`config.mk`:
```
export PLATFORM = sky130hd
export DESIGN_NAME = instr_fetch
export DESIGN_NICKNAME = d
export VERILOG_FILES = /design/src/rtl/mips_pkg.sv /design/src/rtl/instr_fetch.sv
export SDC_FILE = /design/constraint.sdc
export NUM_CORES = 1
export LEC_CHECK = 0
export ABC_AREA = 1
export ABC_CLOCK_PERIOD_IN_PS = 3800
export CORE_ASPECT_RATIO = 1.4
export CORE_MARGIN = 1
export CORE_UTILIZATION = 25
export DETAILED_ROUTE_END_ITERATION = 6
export PLACE_DENSITY_LB_ADDON = 0.12
export SLEW_MARGIN = 25
export SYNTH_ARGS = -nofsm -noshare
export SYNTH_HDL_FRONTEND = slang
export SYNTH_SLANG_ARGS = --single-unit
```
`constraint.sdc`:
```
create_clock -name clk -period 3.8 [get_ports clk]
set_clock_uncertainty 0.05 [all_clocks]
set_input_delay 0.38 -clock clk [delete_from_list [all_inputs] [get_ports clk]]
set_output_delay 0.38 -clock clk [all_outputs]
set_load 0.02 [all_outputs]
```
`src/rtl/mips_pkg.sv`:
```
// rtl/mips_pkg.sv - shared MIPS core constants and fetch-state type
package mips_pkg;

    localparam logic [5:0] OP_RTYPE = 6'b000000;
    localparam logic [5:0] OP_LW    = 6'b100011;
    localparam logic [5:0] OP_SW    = 6'b101011;
    localparam logic [5:0] OP_BEQ   = 6'b000100;
    localparam logic [5:0] OP_ADDI  = 6'b001000;

    localparam int PC_INC = 4;

    typedef enum logic [1:0] {
        ST_IDLE  = 2'd0,
        ST_FETCH = 2'd1,
        ST_WAIT  = 2'd2,
        ST_FULL  = 2'd3
    } fetch_state_e;

endpackage

```
`src/rtl/instr_fetch.sv`:
```
// rtl/instr_fetch.sv - instruction fetch unit: PC, single-outstanding imem request, held instruction
module instr_fetch
    import mips_pkg::*;
#(
    parameter int                 ADDR_W   = 32,
    parameter logic [ADDR_W-1:0]  RESET_PC = '0
) (
    input  logic              clk,
    input  logic              rst,
    output logic              imem_req,
    output logic [ADDR_W-1:0] imem_addr,
    input  logic              imem_ready,
    input  logic              imem_rvalid,
    input  logic [31:0]       imem_rdata,
    output logic              instr_valid,
    input  logic              instr_ready,
    output logic [31:0]       instr,
    output logic [5:0]        opcode,
    output logic [ADDR_W-1:0] instr_pc,
    input  logic              branch_taken,
    input  logic [ADDR_W-1:0] branch_target
);

    localparam logic [ADDR_W-1:0] PC_STEP = ADDR_W'(PC_INC);

    fetch_state_e      state_q, state_d;
    logic [ADDR_W-1:0] pc_q, pc_d;
    logic [ADDR_W-1:0] ipc_q, ipc_d;
    logic [31:0]       instr_q, instr_d;
    logic              valid_q, valid_d;
    logic              drop_q, drop_d;
    logic              req_q, req_d;
    logic [ADDR_W-1:0] target;
    logic              unused_tgt_bits;

    assign target          = {branch_target[ADDR_W-1:2], 2'b00};
    assign unused_tgt_bits = ^branch_target[1:0];

    always_comb begin
        state_d = state_q;
        pc_d    = pc_q;
        ipc_d   = ipc_q;
        instr_d = instr_q;
        valid_d = valid_q;
        drop_d  = drop_q;
        if (branch_taken && state_q != ST_IDLE) begin
            // Redirect beats everything; an accepted or pending request becomes stale.
            pc_d    = target;
            valid_d = 1'b0;
            case (state_q)
                ST_FETCH: begin
                    if (imem_ready) begin
                        state_d = ST_WAIT;
                        drop_d  = 1'b1;
                    end
                end
                ST_WAIT: begin
                    if (imem_rvalid) begin
                        state_d = ST_FETCH;
                        drop_d  = 1'b0;
                    end else begin
                        drop_d  = 1'b1;
                    end
                end
                default: state_d = ST_FETCH;
            endcase
        end else begin
            case (state_q)
                ST_IDLE: state_d = ST_FETCH;
                ST_FETCH: begin
                    if (imem_ready) begin
                        state_d = ST_WAIT;
                        ipc_d   = pc_q;
                        pc_d    = pc_q + PC_STEP;
                    end
                end
                ST_WAIT: begin
                    if (imem_rvalid) begin
                        if (drop_q) begin
                            state_d = ST_FETCH;
                            drop_d  = 1'b0;
                        end else begin
                            state_d = ST_FULL;
                            instr_d = imem_rdata;
                            valid_d = 1'b1;
                        end
                    end
                end
                ST_FULL: begin
                    if (instr_ready) begin
                        state_d = ST_FETCH;
                        valid_d = 1'b0;
                    end
                end
                default: state_d = ST_IDLE;
            endcase
        end
        req_d = (state_d == ST_FETCH);
    end

    always_ff @(posedge clk or posedge rst) begin
        if (rst) begin
            state_q <= ST_IDLE;
            pc_q    <= RESET_PC;
            ipc_q   <= '0;
            instr_q <= '0;
            valid_q <= 1'b0;
            drop_q  <= 1'b0;
            req_q   <= 1'b0;
        end else begin
            state_q <= state_d;
            pc_q    <= pc_d;
            ipc_q   <= ipc_d;
            instr_q <= instr_d;
            valid_q <= valid_d;
            drop_q  <= drop_d;
            req_q   <= req_d;
        end
    end

    assign imem_req    = req_q;
    assign imem_addr   = pc_q;
    assign instr_valid = valid_q;
    assign instr       = instr_q;
    assign opcode      = instr_q[31:26];
    assign instr_pc    = ipc_q;

endmodule

```
Yosys cells after proc, flatten, opt, wreduce, memory -nomap -nowiden

Cells that the tools add are included.

Flip-flop bits (word level): 101
Bits of input ports: 70
Output and inout bits: 104

$add $sub $neg: 1
Equality and inequality tests: 8
Muxes and demuxes: 22
Bitwise logic cells: 2
Reduce and logical (&&, ||, !) cells: 14

Operators by type and width:

| operator                                             | number |
|---|---|
| 2-to-1 mux 32 bit                                    | 3 |
| adder 32 x 3 -> 32 bit (second input constant)       | 1 |
| 2-to-1 mux 2 bit                                     | 6 |
| inequality test 3 bit (second input constant)        | 4 |
| AND reduction 4 bit                                  | 3 |
| nonzero test 2 bit                                   | 6 |
| 2-to-1 mux 1 bit                                     | 9 |
| one-hot mux 2 bit (4 select lines)                   | 1 |
| equality test 2 x 1 -> 1 bit (second input constant) | 2 |
| equality test 2 bit (second input constant)          | 2 |
| one-hot mux 1 bit (2 select lines)                   | 2 |
| one-hot mux 2 bit (2 select lines)                   | 1 |
| AND reduction 3 bit                                  | 1 |
| nonzero test 3 bit                                   | 1 |
| zero test 2 bit                                      | 1 |
| NOT 1 bit                                            | 2 |
| AND reduction 2 bit                                  | 1 |
| logical AND 1 bit                                    | 1 |

Longest topological paths before layout

Gate-level depths: netlist (run 1).

Depth in word-level cells: 5
Depth in mapped cells: 10

Worst setup path after synthesis (run 1)

Ideal clock, no wire load.

Kind: register to register
Start: register state_q[1]
End: register instr_q[10], in the netlist instr[10]
Setup time: 0.125 ns
Arrival time: 1.636 ns
Path slack: 1.989 ns
Stages on the path, launching flop included: 8
Clock period less this slack: 1.811 ns
Cells stage by stage: dfrtp_1 > inv_1 > ha_1 > nor2_4 > inv_2 > nand2_2 > buf_6 > mux2_2

Word-level cells in the longest chain between the ends: 4
Elaborated cells on any way between the ends: 5

Ends and longest elaborated chain:

| element                         | line               | RTL |
|---|---|---|
| start, declared                 | instr_fetch.sv:26  | `fetch_state_e state_q, state_d;` |
| start signal, assigned          | instr_fetch.sv:111 | `state_q <= state_d;` |
| nonzero test 2 bit              | instr_fetch.sv:46  | `if (branch_taken && state_q != ST_IDLE) begin` |
| logical AND 1 bit               | instr_fetch.sv:46  |  |
| NOT 1 bit (no line)             | --                 |  |
| AND reduction 4 bit (no line) * | --                 |  |
| end signal, assigned            | instr_fetch.sv:114 | `instr_q <= instr_d;` |
| end, declared                   | instr_fetch.sv:29  | `logic [31:0] instr_q, instr_d;` |

Mark *: on every way between the ends. The rest lies on a longest branch, timed or not.
A chain may end at the register's enable or synchronous reset.

Final worst setup path (run 1)

Start: register state_q[1]
End: register instr_q[16], in the netlist instr[16]

The elaborated chain is that of the path after synthesis.

==> results of run 1 <==
## flip-flops by register name, summed over array words and instances (netlist names)
name and count:
instr_pc 30, instr_valid 1, imem_req 1, drop_q 1, instr 32, state_q 2
imem_addr 30
## layer usage
metal  vias up  share of wire (%)
met4         0                1.3
met5         -                  0
met3        10                4.2
met2       105                 52
met1      2172                 43
li1       2275                  -
## final timing paths
check | end | slack [ps]
worst max-delay path | instr[16] | 1420
worst min-delay path | instr_pc[8] | 440
worst max register to register | instr[16] | 1420
worst min register to register | instr_pc[8] | 440
max in group asynchronous | imem_addr[12] | 2500
min in group asynchronous | instr[22] | 510
## layout by cell type (no fill, tap or decap), types with 2 or more instances in the layout
master             n
clkbuf_16          9
inv_8              3
o22ai_1            2
nor2_4             4
nand2_1          167
and2_1             5
conb_1             4
dfrtp_1           97
o21ai_1           18
nor2_2             4
nand2_2            4
clkdlybuf4s50_1  167
a21oi_1           21
mux2_2            31
a22oi_1            4
inv_1             53
mux2_1             2
inv_2              3
ha_1               7
nor2_1            69
clkinv_4           2
nand3_1           34
buf_4              4
o21ai_0           50
inv_6              2
nor3_1             5
## worst max-delay path: cells and delay by family (launching register included)
kind | cells | cell delay, ps
flops | 1 | 480
mux | 1 | 420
fa+ha+maj | 1 | 250
simple gates | 2 | 780
buf+inv | 2 | 270
## where the power goes
group          internal, µW  leakage (µW)  total (µW)  switching, µW
combinational          1410       0.00186        3230           1810
sequential             1520       0.00120        1950            430
clock                   466      0.000146         916            451
## cells by family after synthesis
family	count (synthesis)	share of synthesized area, %
compound gates	98	10.2
fa+ha+maj	7	1.73
buf+inv	89	8.56
flops	97	48.0
mux	33	7.35
other cells	1	0.0741
simple gates	293	24.1
## per-stage QoR
step                hold WS [ps]  instance area [µm²]  std cells  setup slack [ps]  total power, µW
floorplan                    442                 5070        621               836             3780
global placement             427                 6890       1013              1390             5200
detailed placement           426                 6890       1013              1380             5250
CTS                          444                 7180       1029              1420             6190
global route                 458                 7190       1030              1230             6570
finish                       435                 7190       1030              1420             6090
## area by class of cell
cell class              count  area share, %
diodes                      1         0.0348
clock buffers               9           3.13
clock inverters             7          0.958
inverters                  57           3.01
multi-input cells         435           30.7
flip-flops and latches     97           33.8
well taps                 252           4.39
repair buffers            172           24.0
==> out/metrics.cfg, run 1 <==
[run]
max_cap_violations=0

[floorplanning]
core_um2=19800
ios=174
row_count=61
die_h_um=170
die_x_um=122
initial_utilization_pct=25.5
die-area_um2=20800

[global_route]
antenna_found_initial=1
grt_use_met2_pct=26.6
first_global_vias=4515
grt_max_degree=67
globalRouteOverflowTotal=0
busiest_layer=met2
grtUsageTotal_pct=15.1
met1_usage_pct=18.4
use_met3_pct=2.58
grt_pass1_wl_mm=24.1

[synth]
syn-instance-count=618
ys_seq_area_share_pct=48.0
synth_ff_type=dfrtp_1
syn-cell-area_um2=5060
synthTopCellsByArea=dfrtp_1 (48%), nand2_1 (12%), mux2_2 (6.9%), nor2_1 (5.1%), o21ai_0 (4.9%)
yosysTopAreaCell=dfrtp_1
synth_common_cells=nand2_1 (167), dfrtp_1 (97), nor2_1 (69)
syn_area_per_cell_um2=8.19
ys_ff_latch=97
synthDistinctLibCells=28
synth_top_area_share_pct=48.0
yosysMostFrequentCell=nand2_1
synth-async-reset-ratio_pct=100
ys_warn_count=0
synth-edff-count=0

[clock_network]
cts_root_buffer=clkbuf_16
cts_tree=yes
clock_latency_ps=350
clockBufferDepth=2
postCtsHoldBufs=0
cts_setup_buffers=0
cts.sinks=97
htreeDepth=3
cts.clk_slew.worst_paths_ps=70
cts-buffers-inserted=9
cts_resized=0

[status]
status=completed

[worst_setup_path]
max_stage_delay_ps=570
crit_type=reg -> reg
endpoint_kind=flip-flop
cp.required_ps=3980
r2r-start=state_q[1]
crit_fanout=33
crit_start=state_q[1]
crit_slowest_cell=nand2_2
arrival_ps=2560
cp-start-kind=flip-flop
cp_cell_sequence=inv_1 > ha_1 > nor2_4 > inv_2 > nand2_2 > mux2_2
r2r_cells=6

[route]
via_per_inst=4.43
wire_per_inst_um=15.0
routed_wl_mm=15.4
drtPass1Iterations=4
vias=4562
drtAntennaViolNets=0
initialDrtViolationCount=187
drc=0

[power]
power_density_nw_per_um2=848
ir_worst_vdd_mv=0.287
p_leak_uw=0.00321

[sta]
slew_headroom_pct=42.0
fmax_mhz=420
hold_viol_final=0
tightest_slew_ps=871
timing.final.crit_share_pct=62.6
layout_min_cycle_time_ps=2380
final-max-slew-violation-count=0
setup_viol=0
rsz0062_at_grt=false
fin_tns_setup_ps=0

[cells_and_area]
nets=849
ff_latch_area_um2=2430
finalCoreUtilization_pct=36.2
multi_input_area_um2=2210
fillers=2078
layout-drive-gt1-share_pct=9.01
area_growth_pct=42.1

[placement]
dp_hpwl_mm=11.6
io_buffers=167
place.gp.congestion=0.828

[hold_path]
holdPathStages=2
hold_class=reg -> reg
hp-start=instr_pc[8]

No activity file was read; power rests on OpenSTA's default activity.
==> run 2: changes to the inputs <==
--- a/config.mk
+++ b/config.mk
@@ -6,7 +6,7 @@
 export NUM_CORES = 1
 export LEC_CHECK = 0
 export ABC_AREA = 1
-export ABC_CLOCK_PERIOD_IN_PS = 3800
+export ABC_CLOCK_PERIOD_IN_PS = 2150
 export CORE_ASPECT_RATIO = 1.4
 export CORE_MARGIN = 1
 export CORE_UTILIZATION = 25
==> constraint.sdc (replaced) <==
create_clock -name clk -period 2.15 [get_ports clk]
set_clock_uncertainty 0.05 [all_clocks]
set_input_delay 0.215 -clock clk [delete_from_list [all_inputs] [get_ports clk]]
set_output_delay 0.215 -clock clk [all_outputs]
set_load 0.02 [all_outputs]
==> run 2 against run 1 <==
Net effect: final cell count up 0.58%; largest cell class unchanged; sequential cell count did not move; critical path type unchanged; non-clock buffer count increased by 7.
==> out/metrics.cfg, run 2 (synthesis gave the netlist of run 1 again) <==
[route]
vias=4596
drtAntennaViolNets=0
drtPass1Iterations=4
wire_per_inst_um=15.3
routed_wl_mm=15.9
via_per_inst=4.44
drc=0
initialDrtViolationCount=146

[power]
intPower_uw=6070
clockPowerShare_pct=14.6
seq_power_share_pct=31.6
ir_worst_vdd_mv=0.539
p_leak_uw=0.00325
power_density_nw_per_um2=1490
switching_share_pct=44.2
power_frac_comb_pct=53.8
switching_power_uw=4810

[status]
status=completed

[sta]
setup_viol=0
rsz0062_at_grt=false
fmax_mhz=497
slew_headroom_pct=63.8
tightest_slew_ps=542
worst_slack_ps=137
hold_viol_final=0
layout_min_cycle_time_ps=2010
fin_tns_setup_ps=0
final-max-slew-violation-count=0
timing.final.crit_share_pct=93.6

[hold_path]
hold_class=in -> async

[floorplanning]
die-area_um2=20800
row_count=61
initial_utilization_pct=25.5
core_um2=19800
die_x_um=122
die_h_um=170
ios=174

[clock_network]
cts_tree=yes
cts_setup_buffers=0
cts.clk_slew.worst_paths_ps=80
htreeDepth=3
postCtsHoldBufs=0
clockBufferDepth=2
cts_root_buffer=clkbuf_16
clock_latency_ps=350
cts-buffers-inserted=9
cts.sinks=97

[cells_and_area]
n_antenna_cell=0
area_growth_pct=44.0
multi_input_area_um2=2210
largest_reg_flops=32
finalCoreUtilization_pct=36.7
ff_latch_area_um2=2430
nets=856
layout-drive-gt1-share_pct=9.82
stdcell_area_um2=7280
fillers=2046
final_cell_mix=nand2_1 (167), clkdlybuf4s50_1 (167), dfrtp_1 (97)

[worst_setup_path]
regToRegSetupSlack_ps=140
cp-start-kind=flip-flop
arrival_ps=2200
endpoint_kind=flip-flop
cp.required_ps=2330
crit_fanout=33
crit_type=reg -> reg
r2r_cells=7

[placement]
placed_cell_area_um2=6990
place_ws_ps=141
dp_hpwl_mm=12.0
io_buffers=167
place.gp.congestion=0.824

[global_route]
grt_max_degree=47
globalRouteOverflowTotal=0
antenna_found_initial=0
grt_pass1_wl_mm=24.7
first_global_vias=4543
grtUsageTotal_pct=15.6

[run]
max_cap_violations=0

[run 2: stage by stage]
step	power, µW	std cells	hold slack, ps
global placement	9310	1020	424
global route	11700	1036	250
finish	10900	1036	206
detailed placement	9400	1020	427
floorplan	6670	621	297
CTS	11000	1036	224
[run 2: path summary, 6_finish.rpt]
check / start / endpoint
setup reg to reg: state_q[0] / instr[14]
hold / removal: rst / instr[29]
max in group asynchronous: rst / instr[16]
min in group clk: branch_target[3] / imem_addr[3]
setup / recovery: state_q[0] / instr[14]
hold reg to reg: instr_pc[12] / instr_pc[12]
[run 2: power groups by stage]
stage / Sequential, µW / Combinational [µW] / Clock, µW
after floorplan: 4320 / 2350 / 0
after global placement: 3470 / 5840 / 0
after detailed placement: 3490 / 5910 / 0
after CTS: 3470 / 5930 / 1640
after global routing: 3600 / 6400 / 1720
final: 3440 / 5850 / 1590
[run 2: per-layer routing]
metal / global-route usage, % / up-vias / part of all wire [%]
met5: 0 / - / 0
met4: 6.26 / 0 / 2.1
met3: 2.31 / 19 / 3.9
met2: 27.0 / 107 / 52
met1: 19.0 / 2179 / 42
li1: - / 2291 / -
[run 2: critical path, stage by stage, from the launching register on]
cell     delay (ps)
dfrtp_1         450
inv_1           140
ha_1            250
nor2_4          210
inv_2           120
nand2_2          90
buf_12          200
mux2_2          360
[run 2: timing repair]
item                                   CTS  global route
endpoints found under the hold margin    0             0
gates resized for setup                  0             1
setup endpoints to repair                0            11
[run 2: cell type report]
type	instances	share of cell area [%]
Multi-Input combinational cell	435	30.3
Timing Repair Buffer	179	25.1
Inverter	57	2.99
Sequential cell	97	33.3
Clock buffer	9	3.09
Clock inverter	7	0.825
Tap cell	252	4.33
==> run 3: changes to the inputs <==
--- a/config.mk
+++ b/config.mk
@@ -12,6 +12,7 @@
 export CORE_UTILIZATION = 25
 export DETAILED_ROUTE_END_ITERATION = 6
 export PLACE_DENSITY_LB_ADDON = 0.12
+export REMOVE_ABC_BUFFERS = 1
 export SLEW_MARGIN = 25
 export SYNTH_ARGS = -nofsm -noshare
 export SYNTH_HDL_FRONTEND = slang
==> run 3 against run 2 <==
Net effect: worst hold slack worse by 96 ps; core utilization about the same; worst setup slack better by 20 ps; final cell count about the same; sequential cell count unchanged; non-clock buffer count down 1; clock power about the same; critical path depth unchanged; total power about the same; combinational power down 0.9%; first-iteration DRC count down 12%.
==> out/metrics.cfg, run 3 (synthesis gave the netlist of run 1 again) <==
[status]
status=completed

[floorplanning]
row_count=61
die_x_um=122
ios=174
die_h_um=170
die-area_um2=20800
initial_utilization_pct=25.5
core_um2=19800

[clock_network]
cts-buffers-inserted=9
clockBufferDepth=2
cts_tree=yes
postCtsHoldBufs=0
clock_latency_ps=360
cts_setup_buffers=0
cts_root_buffer=clkbuf_16
cts.clk_slew.worst_paths_ps=70
cts.sinks=97
htreeDepth=3

[cells_and_area]
largest_reg_flops=32
nets=855
finalCoreUtilization_pct=36.7
layout-drive-gt1-share_pct=9.96
n_antenna_cell=0
final_cell_mix=nand2_1 (167), clkdlybuf4s50_1 (167), dfrtp_1 (95)
area_growth_pct=44.0
stdcell_area_um2=7290

[sta]
final-max-slew-violation-count=0
fmax_mhz=502
rsz0062_at_grt=false
hold-worst-slack_ps=110
setup_viol=0
timing.final.crit_share_pct=92.7
layout_min_cycle_time_ps=1990
hold_viol_final=0

[worst_setup_path]
regToRegSetupSlack_ps=160
r2r-start=state_q[1]
cp.required_ps=2340
crit_type=reg -> reg
r2r_cells=7
rr_endpoint=instr[21]
arrival_ps=2180
endpoint_kind=flip-flop
cp-start-kind=flip-flop
crit_fanout=33

[route]
wire_per_inst_um=15.0
drc=0
drtAntennaViolNets=0
via_per_inst=4.44
vias=4599
routed_wl_mm=15.6
drtPass1Iterations=5
initialDrtViolationCount=128

[placement]
dp_hpwl_mm=11.6
place.gp.congestion=0.822
placed_cell_area_um2=7000
io_buffers=167

[global_route]
grtUsageTotal_pct=15.2
globalRouteOverflowTotal=0
antenna_found_initial=0
first_global_vias=4570
grt_max_degree=47
grt_pass1_wl_mm=24.3

[hold_path]
hold_class=in -> async

[power]
p_leak_uw=0.00325
power_density_nw_per_um2=1490
ir_worst_vdd_mv=0.761

[run]
max_cap_violations=0

[run 3: per-stage QoR]
| stage | power (µW) | worst slack (ps) | cells | TNS [ps] |
|---|---|---|---|---|
| 6_report | 10900 | 157 | 1035 | 0 |
| 3_5_place_dp | 9380 | 79.7 | 1019 | 0 |
| 4_1_cts | 11000 | 64.0 | 1035 | 0 |
| 2_1_floorplan | 6470 | -649 | 589 | -90990 |
| 3_3_place_gp | 9290 | 201 | 1019 | 0 |
| 5_1_grt | 11700 | 47.7 | 1035 | 0 |
[run 3: power breakdown]
| group | internal, µW | total, µW | switching [µW] |
|---|---|---|---|
| registers | 2690 | 3480 | 788 |
| logic | 2590 | 5800 | 3220 |
| clock network | 809 | 1600 | 789 |
| total | 6080 | 10900 | 4790 |
[run 3: area by class of cell]
type	count	area (µm²)
Sequential cell	97	2430
Tap cell	252	315
Inverter	57	216
Fill cell	2081	12600
Clock inverter	7	60.1
Clock buffer	9	225
Multi-Input combinational cell	435	2210
Timing Repair Buffer	178	1830
[run 3: repair_timing]
action,CTS,global route
endpoints found under the setup margin,0,55
resized for setup,0,2
hold endpoints to repair,0,0
[run 3: how the worst max path moves through the flow]
stage,from,end,cells after the start
2_1_floorplan,rst,drop_q,1
3_3_place_gp,state_q[1],instr[18],7
3_5_place_dp,state_q[1],instr[11],7
4_1_cts,state_q[1],instr[21],7
5_1_grt,state_q[1],instr[19],7
6_report,state_q[1],instr[21],7
[run 3: critical path: stages, from the launching register on]
cell     delay, ps
dfrtp_2        430
inv_1          140
ha_1           250
nor2_4         220
inv_2          120
nand2_2         90
buf_12         200
mux2_2         360
[run 3: per-layer routing]
layer / wire length [µm] / track usage (%) / vias to the layer above
li1: - / - / 2282
met1: 6710 / 18.5 / 2158
met2: 7750 / 26.7 / 146
met3: 874 / 2.68 / 13
met4: 236 / 5.36 / 0
met5: 0 / 0 / -
